**src/rtl/dram_arbiter.sv**
```systemverilog
// Round-robin arbiter and access sequencer between instruction fetch, the LSU and a single-port word RAM.
// Partial-strobe stores become a read-modify-write pair because the RAM has no byte enables.
module dram_arbiter #(
  parameter int XLEN     = 32,
  parameter int ADDR_LEN = 10,
  parameter int STRB_W   = XLEN / 8
) (
  input  logic                clk,
  input  logic                rst,
  input  logic                if_req,
  input  logic [ADDR_LEN-1:0] if_addr,
  output logic                if_rsp_valid,
  output logic [XLEN-1:0]     if_rdata,
  input  logic                lsu_req,
  input  logic                lsu_we,
  input  logic [ADDR_LEN-1:0] lsu_addr,
  input  logic [XLEN-1:0]     lsu_wdata,
  input  logic [STRB_W-1:0]   lsu_wstrb,
  output logic                lsu_rsp_valid,
  output logic [XLEN-1:0]     lsu_rdata,
  output logic                busy,
  output logic [ADDR_LEN-1:0] mem_addr,
  output logic                mem_load,
  output logic                mem_store,
  output logic [XLEN-1:0]     mem_wdata,
  input  logic [XLEN-1:0]     mem_rdata
);

  typedef enum logic [2:0] {IDLE, RD, WR, RMW_RD, RMW_WR, RESP} state_t;
  typedef enum logic {GNT_IF = 1'b0, GNT_LSU = 1'b1} gnt_t;

  state_t              state;
  gnt_t                last_gnt;
  gnt_t                owner_q;
  logic                we_q;
  logic [XLEN-1:0]     wdata_q;
  logic [STRB_W-1:0]   wstrb_q;
  logic                mem_store_q;
  logic                if_rsp_q;
  logic                lsu_rsp_q;
  logic [XLEN-1:0]     if_rdata_q;
  logic [XLEN-1:0]     lsu_rdata_q;

  logic                pick_lsu;
  gnt_t                winner;
  logic                acc_we;
  logic [ADDR_LEN-1:0] acc_addr;

  // On a tie the requester not granted last wins.
  always_comb begin
    pick_lsu = lsu_req && (!if_req || last_gnt == GNT_IF);
    winner   = pick_lsu ? GNT_LSU : GNT_IF;
    acc_we   = pick_lsu && lsu_we;
    acc_addr = pick_lsu ? lsu_addr : if_addr;
  end

  // NOTE: all state below is sequential, so every assignment uses <= to avoid read-order races.
  always_ff @(posedge clk) begin
    if (!rst) begin
      state       <= IDLE;
      last_gnt    <= GNT_LSU;
      owner_q     <= GNT_IF;
      we_q        <= 1'b0;
      wdata_q     <= '0;
      wstrb_q     <= '0;
      mem_addr    <= '0;
      mem_load    <= 1'b0;
      mem_store_q <= 1'b0;
      if_rsp_q    <= 1'b0;
      lsu_rsp_q   <= 1'b0;
      if_rdata_q  <= '0;
      lsu_rdata_q <= '0;
      busy        <= 1'b0;
    end else begin
      case (state)
        IDLE: begin
          if (if_req || lsu_req) begin
            owner_q  <= winner;
            last_gnt <= winner;
            we_q     <= acc_we;
            wdata_q  <= lsu_wdata;
            wstrb_q  <= lsu_wstrb;
            mem_addr <= acc_addr;
            busy     <= 1'b1;
            if (!acc_we) begin
              state    <= RD;
              mem_load <= 1'b1;
            end else if (lsu_wstrb == '1) begin
              state       <= WR;
              mem_store_q <= 1'b1;
            end else if (lsu_wstrb == '0) begin
              state     <= RESP;
              lsu_rsp_q <= 1'b1;
            end else begin
              state    <= RMW_RD;
              mem_load <= 1'b1;
            end
          end
        end
        RD: begin
          state     <= RESP;
          mem_load  <= 1'b0;
          if_rsp_q  <= (owner_q == GNT_IF);
          lsu_rsp_q <= (owner_q == GNT_LSU);
        end
        RMW_RD: begin
          state       <= RMW_WR;
          mem_load    <= 1'b0;
          mem_store_q <= 1'b1;
        end
        WR, RMW_WR: begin
          state       <= RESP;
          mem_store_q <= 1'b0;
          lsu_rsp_q   <= 1'b1;
        end
        RESP: begin
          state     <= IDLE;
          busy      <= 1'b0;
          if_rsp_q  <= 1'b0;
          lsu_rsp_q <= 1'b0;
          if (!we_q) begin
            if (owner_q == GNT_IF) if_rdata_q  <= mem_rdata;
            else                   lsu_rdata_q <= mem_rdata;
          end
        end
        default: state <= IDLE;
      endcase
    end
  end

  // Read data arrives from the RAM during RESP; show it immediately, then hold the captured copy.
  assign if_rsp_valid  = if_rsp_q;
  assign lsu_rsp_valid = lsu_rsp_q;
  assign if_rdata      = if_rsp_q ? mem_rdata : if_rdata_q;
  assign lsu_rdata     = (lsu_rsp_q && !we_q) ? mem_rdata : lsu_rdata_q;

  // Gating with rst stops the write of a store whose final cycle is hit by reset.
  assign mem_store = mem_store_q & rst;

  // NOTE: every output of this block gets a default first, so no latch is inferred.
  always_comb begin
    mem_wdata = '0;
    if (state == WR) begin
      mem_wdata = wdata_q;
    end else if (state == RMW_WR) begin
      for (int i = 0; i < STRB_W; i++)
        mem_wdata[8*i +: 8] = wstrb_q[i] ? wdata_q[8*i +: 8] : mem_rdata[8*i +: 8];
    end
  end

endmodule

```
**config.mk**
```make
export PLATFORM = sky130hd
export DESIGN_NAME = dram_arbiter
export DESIGN_NICKNAME = d
export VERILOG_FILES = /design/src/rtl/dram_arbiter.sv
export SDC_FILE = /design/constraint.sdc
export NUM_CORES = 1
export LEC_CHECK = 0
export ABC_AREA = 1
export CAP_MARGIN = 20
export CORE_MARGIN = 2
export CORE_UTILIZATION = 25
export DETAILED_ROUTE_END_ITERATION = 8
export SYNTH_ARGS = -nofsm -noshare
export SYNTH_HDL_FRONTEND = slang
export SYNTH_SLANG_ARGS = --single-unit
export TNS_END_PERCENT = 100
```
**constraint.sdc**
```tcl
create_clock -name clk -period 1.25 [get_ports clk]
set_input_delay 0.1875 -clock clk [delete_from_list [all_inputs] [get_ports clk]]
set_output_delay 0.1875 -clock clk [all_outputs]
set_load 0.05 [all_outputs]
```
==> results.cfg, run 1 <==
[die]
die_height_um = 157
dieArea_um2 = 24800
rows = 56
die_w_um = 157
initial_utilization = 0.253
ios = 204
core_area_um2 = 23300

[logic_synthesis]
synth.area.top_cells = dfxtp_1, o21ai_0, nand2_1
syn-instance-count = 922
syn_nets = 1015
yosys.area.top_type = dfxtp_1
synthesis.area_um2 = 5880
syn_avg_cell_area_um2 = 6.38
yosysSeqAreaShare = 0.412
ys_warn_count = 0
ys_ff_latch = 121
synth_top_area_frac = 0.412
synth_cell_types = 18

[detailed_routing]
route.met3.wl_um = 1350
firstDrtPassIters = 5
vias_per_cell = 4.74
wire_per_inst_um = 17.9
drtAntennaViolNets = 0
drt-initial-drc-count = 313
dr_total_vias = 7475
dr.max_layer_used = met4
wl_um = 28200
met1_length_um = 11800
wl_met2_um = 14300
drc_errors = 0

[layout]
antenna_cells = 0
drive_gt1_frac = 0.470
nNetsFinal = 1339
seqCellArea_um2 = 2440
synthToLayoutAreaGrowth_pct = 141
multi_input_area_um2 = 4840
final_cells = 1578
post-route-cell-area_um2 = 14200
fillers = 1913

[critical_path]
crit_top_cell = buf_12
crit_fanout = 9
critPathMaxStageDelay_ps = 340
worstPathArrival_ps = 1660
critPathRequiredTime_ps = 1060
crit_path_start_kind = flop
cp-end-kind = output port
cp_top_family = buffers and inverters
crit_type = flop to output port
path_cells = inv_2 > nand2_4 > nor2_4 > buf_12 > buf_12 > nand2_2 > o21ai_4 > buf_12
critical-path-slowest-cell = dfxtp_2
cp.buffers_inverters = 4

[sta]
post-route-period-util = 1.47
hold_viol = 0
rsz0062_at_grt = true
max_slew_margin = 0.748
min_period_ps = 1840
hold_ws_ps = 91.8
setup_violations = 217
maxSlewViolCount = 0
tightest_slew_ps = 377
setup_ws_ps = -593
tns_ps = -74700
fmax_mhz = 543
clock-skew-final_ps = 12.7

[cts]
cts_sinks = 121
root_buffer = clkbuf_16
h-tree-depth = 4
cts_tree = yes
clk_latency_ps = 430
clkSlewWorstSetupHoldPaths_ps = 60
clk_path_buf_depth = 2
cts.hold.buffers_added = 0
numCtsBuffers = 17

[global_route]
grt_max_degree = 66
antenna_found_initial = 0
grt_use_total = 0.204
gr-total-overflow = 0
grt_first_pass_wirelength_um = 38500
grt_pass1_vias = 7014

[placement]
place_ws_ps = -334
routabilityCongestion = 0.813
placedCellCount = 1481
placed_cell_area_um2 = 11300
dp_hpwl_um = 15800
portBuffers = 203

[power_and_ir_drop]
max-vdd-ir-drop_v = 0.000847
p_leak_nw = 5.95
powerDensity_nw_per_um2 = 1410

[status]
status = finished with violations
violations = setup timing

[worst_hold_path]
min_path_type = input port to flop

[run]
drv_cap = 0
routing by layer:
layer | GRT usage | vias up
li1 | - | 3613
met3 | 0.0441 | 43
met2 | 0.351 | 215
met5 | 0 | -
met1 | 0.251 | 3604
met4 | 0.0736 | 0
synth_stat cells (all sizes together):
cell	n
o21ai	231
nand2	216
dfxtp	121
inv	112
nor2	91
a21oi	82
clkbuf	47
buf	16
nand3	5
o31ai	1
sequential cells by signal, summed over array words and instances (netlist names):
| name | count |
|---|---|
| busy | 1 |
| lsu_rdata_q | 32 |
| we_q | 1 |
| mem_load | 1 |
| if_rdata_q | 32 |
| if_rsp_valid | 1 |
| last_gnt | 1 |
| lsu_rsp_valid | 1 |
| mem_store_q | 1 |
| wdata_q | 32 |
| owner_q | 1 |
| wstrb_q | 4 |
| mem_addr | 10 |
| state | 3 |
area by class of cell:
type                       count  area share
clock buffer                  21      0.0332
clock inverter                11      0.0118
inverter                     112      0.0310
multi-input combinational    628       0.341
sequential                   121       0.172
tap                          319      0.0281
timing repair buffer         366       0.383
report_power, final:
| part | internal (mW) | switching (mW) |
|---|---|---|
| clock | 3.49 | 1.92 |
| sequential | 4.29 | 0.271 |
| combinational | 4.67 | 5.42 |
| total | 12.5 | 7.61 |
cell families after synthesis:
group,synth area share
AOI/OAI and AO/OA,0.268
and+or+nand+nor,0.205
buffers and inverters,0.116
DFF,0.412
final timing paths:
path              startpoint              end  slack, ps  cells after the start
hold / removal           rst         last_gnt         90                      2
setup / recovery    state[1]    mem_wdata[19]       -590                      8
hold reg to reg     last_gnt         last_gnt        470                      2
setup reg to reg    state[1]  lsu_rdata_q[17]       -420                     10
cell usage in the layout (no fill, tap or decap), types with 68 or more instances in the layout:
master,netlist,final
buf_12,0,146
dfxtp_1,121,115
nand2_1,213,112
inv_1,107,104
o21ai_4,0,102
clkdlybuf4s50_1,0,91
buf_4,1,85
nor2_1,87,70
a21oi_1,82,70
nand2_4,0,68
repair_timing:
action                                  4_1_cts  5_1_grt
setup buffers                                30        8
gates cloned                                 17       18
pin swaps                                    16       30
endpoints found under the setup margin      219      220
resized for setup                           172      196
hold endpoints to repair                      0        0
per-stage QoR:
stage / power [mW] / utilization
after floorplan: 8.91 / -
after global placement: 12.3 / 0.487
after detailed placement: 12.4 / 0.487
after CTS: 19.1 / 0.571
after global routing: 20.8 / 0.610
final: 20.1 / 0.610
Power figures use the tool's default switching activity.
==> run 2, diff against run 1 <==
Settings changed: CAP_MARGIN 20 to 10.
==> results of run 2 <==
Same layout as run 1: the final DEF is identical, and so are final timing and power.
==> run 3, diff against run 2 <==
Settings changed: SETUP_SLACK_MARGIN from default to 0.05.
==> run 3 against run 2 <==
Effect of this change: sequential share of layout area is 0.60 points lower; largest cell class unchanged; the flow still finishes with violations (setup timing); sequential power barely moved; largest power group unchanged; wire length increased by 6.0%; final cell count increased by 2.0%; worst setup slack worse by 17 ps; critical endpoint is now mem_wdata[10].
==> results.cfg, run 3 (synthesized netlist as in run 1, its figures left out) <==
[power_and_ir_drop]
clkPwrFrac = 0.237
sw_frac_of_total = 0.389
powerDensity_nw_per_um2 = 1370
p_comb_frac = 0.537
max-vdd-ir-drop_v = 0.000806
p_int_mw = 12.3
p_sw_mw = 7.84
p_leak_nw = 5.88
seq_power_share = 0.226
power_mw = 20.2

[detailed_routing]
vias_per_cell = 4.73
drc_errors = 0
firstDrtPassIters = 4
wl_um = 29900
dr_total_vias = 7622
drtAntennaViolNets = 0
drt-initial-drc-count = 283
wire_per_inst_um = 18.6

[die]
die_w_um = 157
ios = 204
rows = 56
die_height_um = 157
core_area_um2 = 23300
dieArea_um2 = 24800
initial_utilization = 0.253

[global_route]
grt_first_pass_wirelength_um = 41400
antenna_found_initial = 0
grt_max_degree = 56
grt_use_total = 0.220
grt_pass1_vias = 7457
gr-total-overflow = 0

[status]
violations = setup timing
status = finished with violations

[layout]
antenna_cells = 0
final_common_cell = buf_12
post-route-cell-area_um2 = 14700
synthToLayoutAreaGrowth_pct = 149
drive_gt1_frac = 0.542
nNetsFinal = 1371
top_regs = if_rdata_q: 32 flops, lsu_rdata_q: 32 flops, wdata_q: 32 flops
final_cell_mix = buf_12, nand2_1, dfxtp_1

[cts]
h-tree-depth = 4
cts_tree = yes
clk_latency_ps = 430
cts.hold.buffers_added = 0
root_buffer = clkbuf_16
clkSlewWorstSetupHoldPaths_ps = 60
clk_path_buf_depth = 2
cts_sinks = 121
numCtsBuffers = 17

[placement]
placed_cell_area_um2 = 11400
routabilityCongestion = 0.770
dp_hpwl_um = 16000
place_ws_ps = -304
portBuffers = 203

[sta]
max_slew_margin = 0.722
fmax_mhz = 538
hold_viol = 0
setup_ws_ps = -610
tightest_slew_ps = 416
post-route-period-util = 1.49
clock-skew-final_ps = 12.2
maxSlewViolCount = 0
rsz0062_at_grt = true
setup_violations = 218
min_period_ps = 1860

[critical_path]
cp-end-kind = output port
crit_fanout = 11
crit_path_start_kind = flop
critPathRequiredTime_ps = 1060
worstPathArrival_ps = 1670
crit_type = flop to output port

[run]
drv_cap = 0

[worst_hold_path]
min_path_type = input port to flop
run 3: final cells by class:
type	instances	area, um2
multi-input combinational	627	4960
fill	1868	8580
clock inverter	9	65.1
sequential	121	2440
timing repair buffer	399	5860
clock buffer	23	508
tap	319	399
inverter	112	439
run 3: repair_timing:
item / in CTS / in global routing
cloned: 26 / 13
setup buffers: 44 / 11
pin swaps: 36 / 52
gates resized for setup: 235 / 229
setup endpoints to repair: 220 / 221
run 3: routing by layer:
layer,up-vias,GRT usage,part of all wire
met5,-,0,0
met4,0,0.0801,0.022
met3,35,0.0509,0.046
met2,197,0.392,0.52
met1,3691,0.258,0.41
li1,3699,-,-
run 3: worst paths after layout:
| check | start | to | slack, ps | depth (start not counted) |
|---|---|---|---|---|
| setup / recovery | state[1] | mem_wdata[10] | -610 | 5 |
| hold / removal | rst | last_gnt | 130 | 2 |
| setup reg to reg | state[1] | owner_q | -360 | 10 |
| hold reg to reg | mem_store_q | mem_store_q | 480 | 2 |
run 3: worst max-delay path, cell delays in order (launching register included):
cell,delay (ps)
dfxtp_2,360
buf_4,160
nand3_4,160
buf_12,210
o21ai_4,180
buf_12,150
run 3: power by group through the flow:
stage / clock [mW] / combinational, mW / sequential [mW]
5_1_grt: 5.00 / 11.3 / 4.61
2_1_floorplan: 0 / 4.27 / 4.76
3_5_place_dp: 0 / 7.79 / 4.63
6_report: 4.78 / 10.8 / 4.57
3_3_place_gp: 0 / 7.73 / 4.62
4_1_cts: 4.83 / 9.98 / 4.54
run 3: through the flow:
step	setup TNS (ps)	std cells	util	hold slack, ps
floorplan	-2760	922	-	322
global placement	-25830	1490	0.490	453
detailed placement	-28780	1490	0.490	458
CTS	-66130	1591	0.589	88.0
global route	-90380	1610	0.631	135
finish	-80130	1610	0.631	132
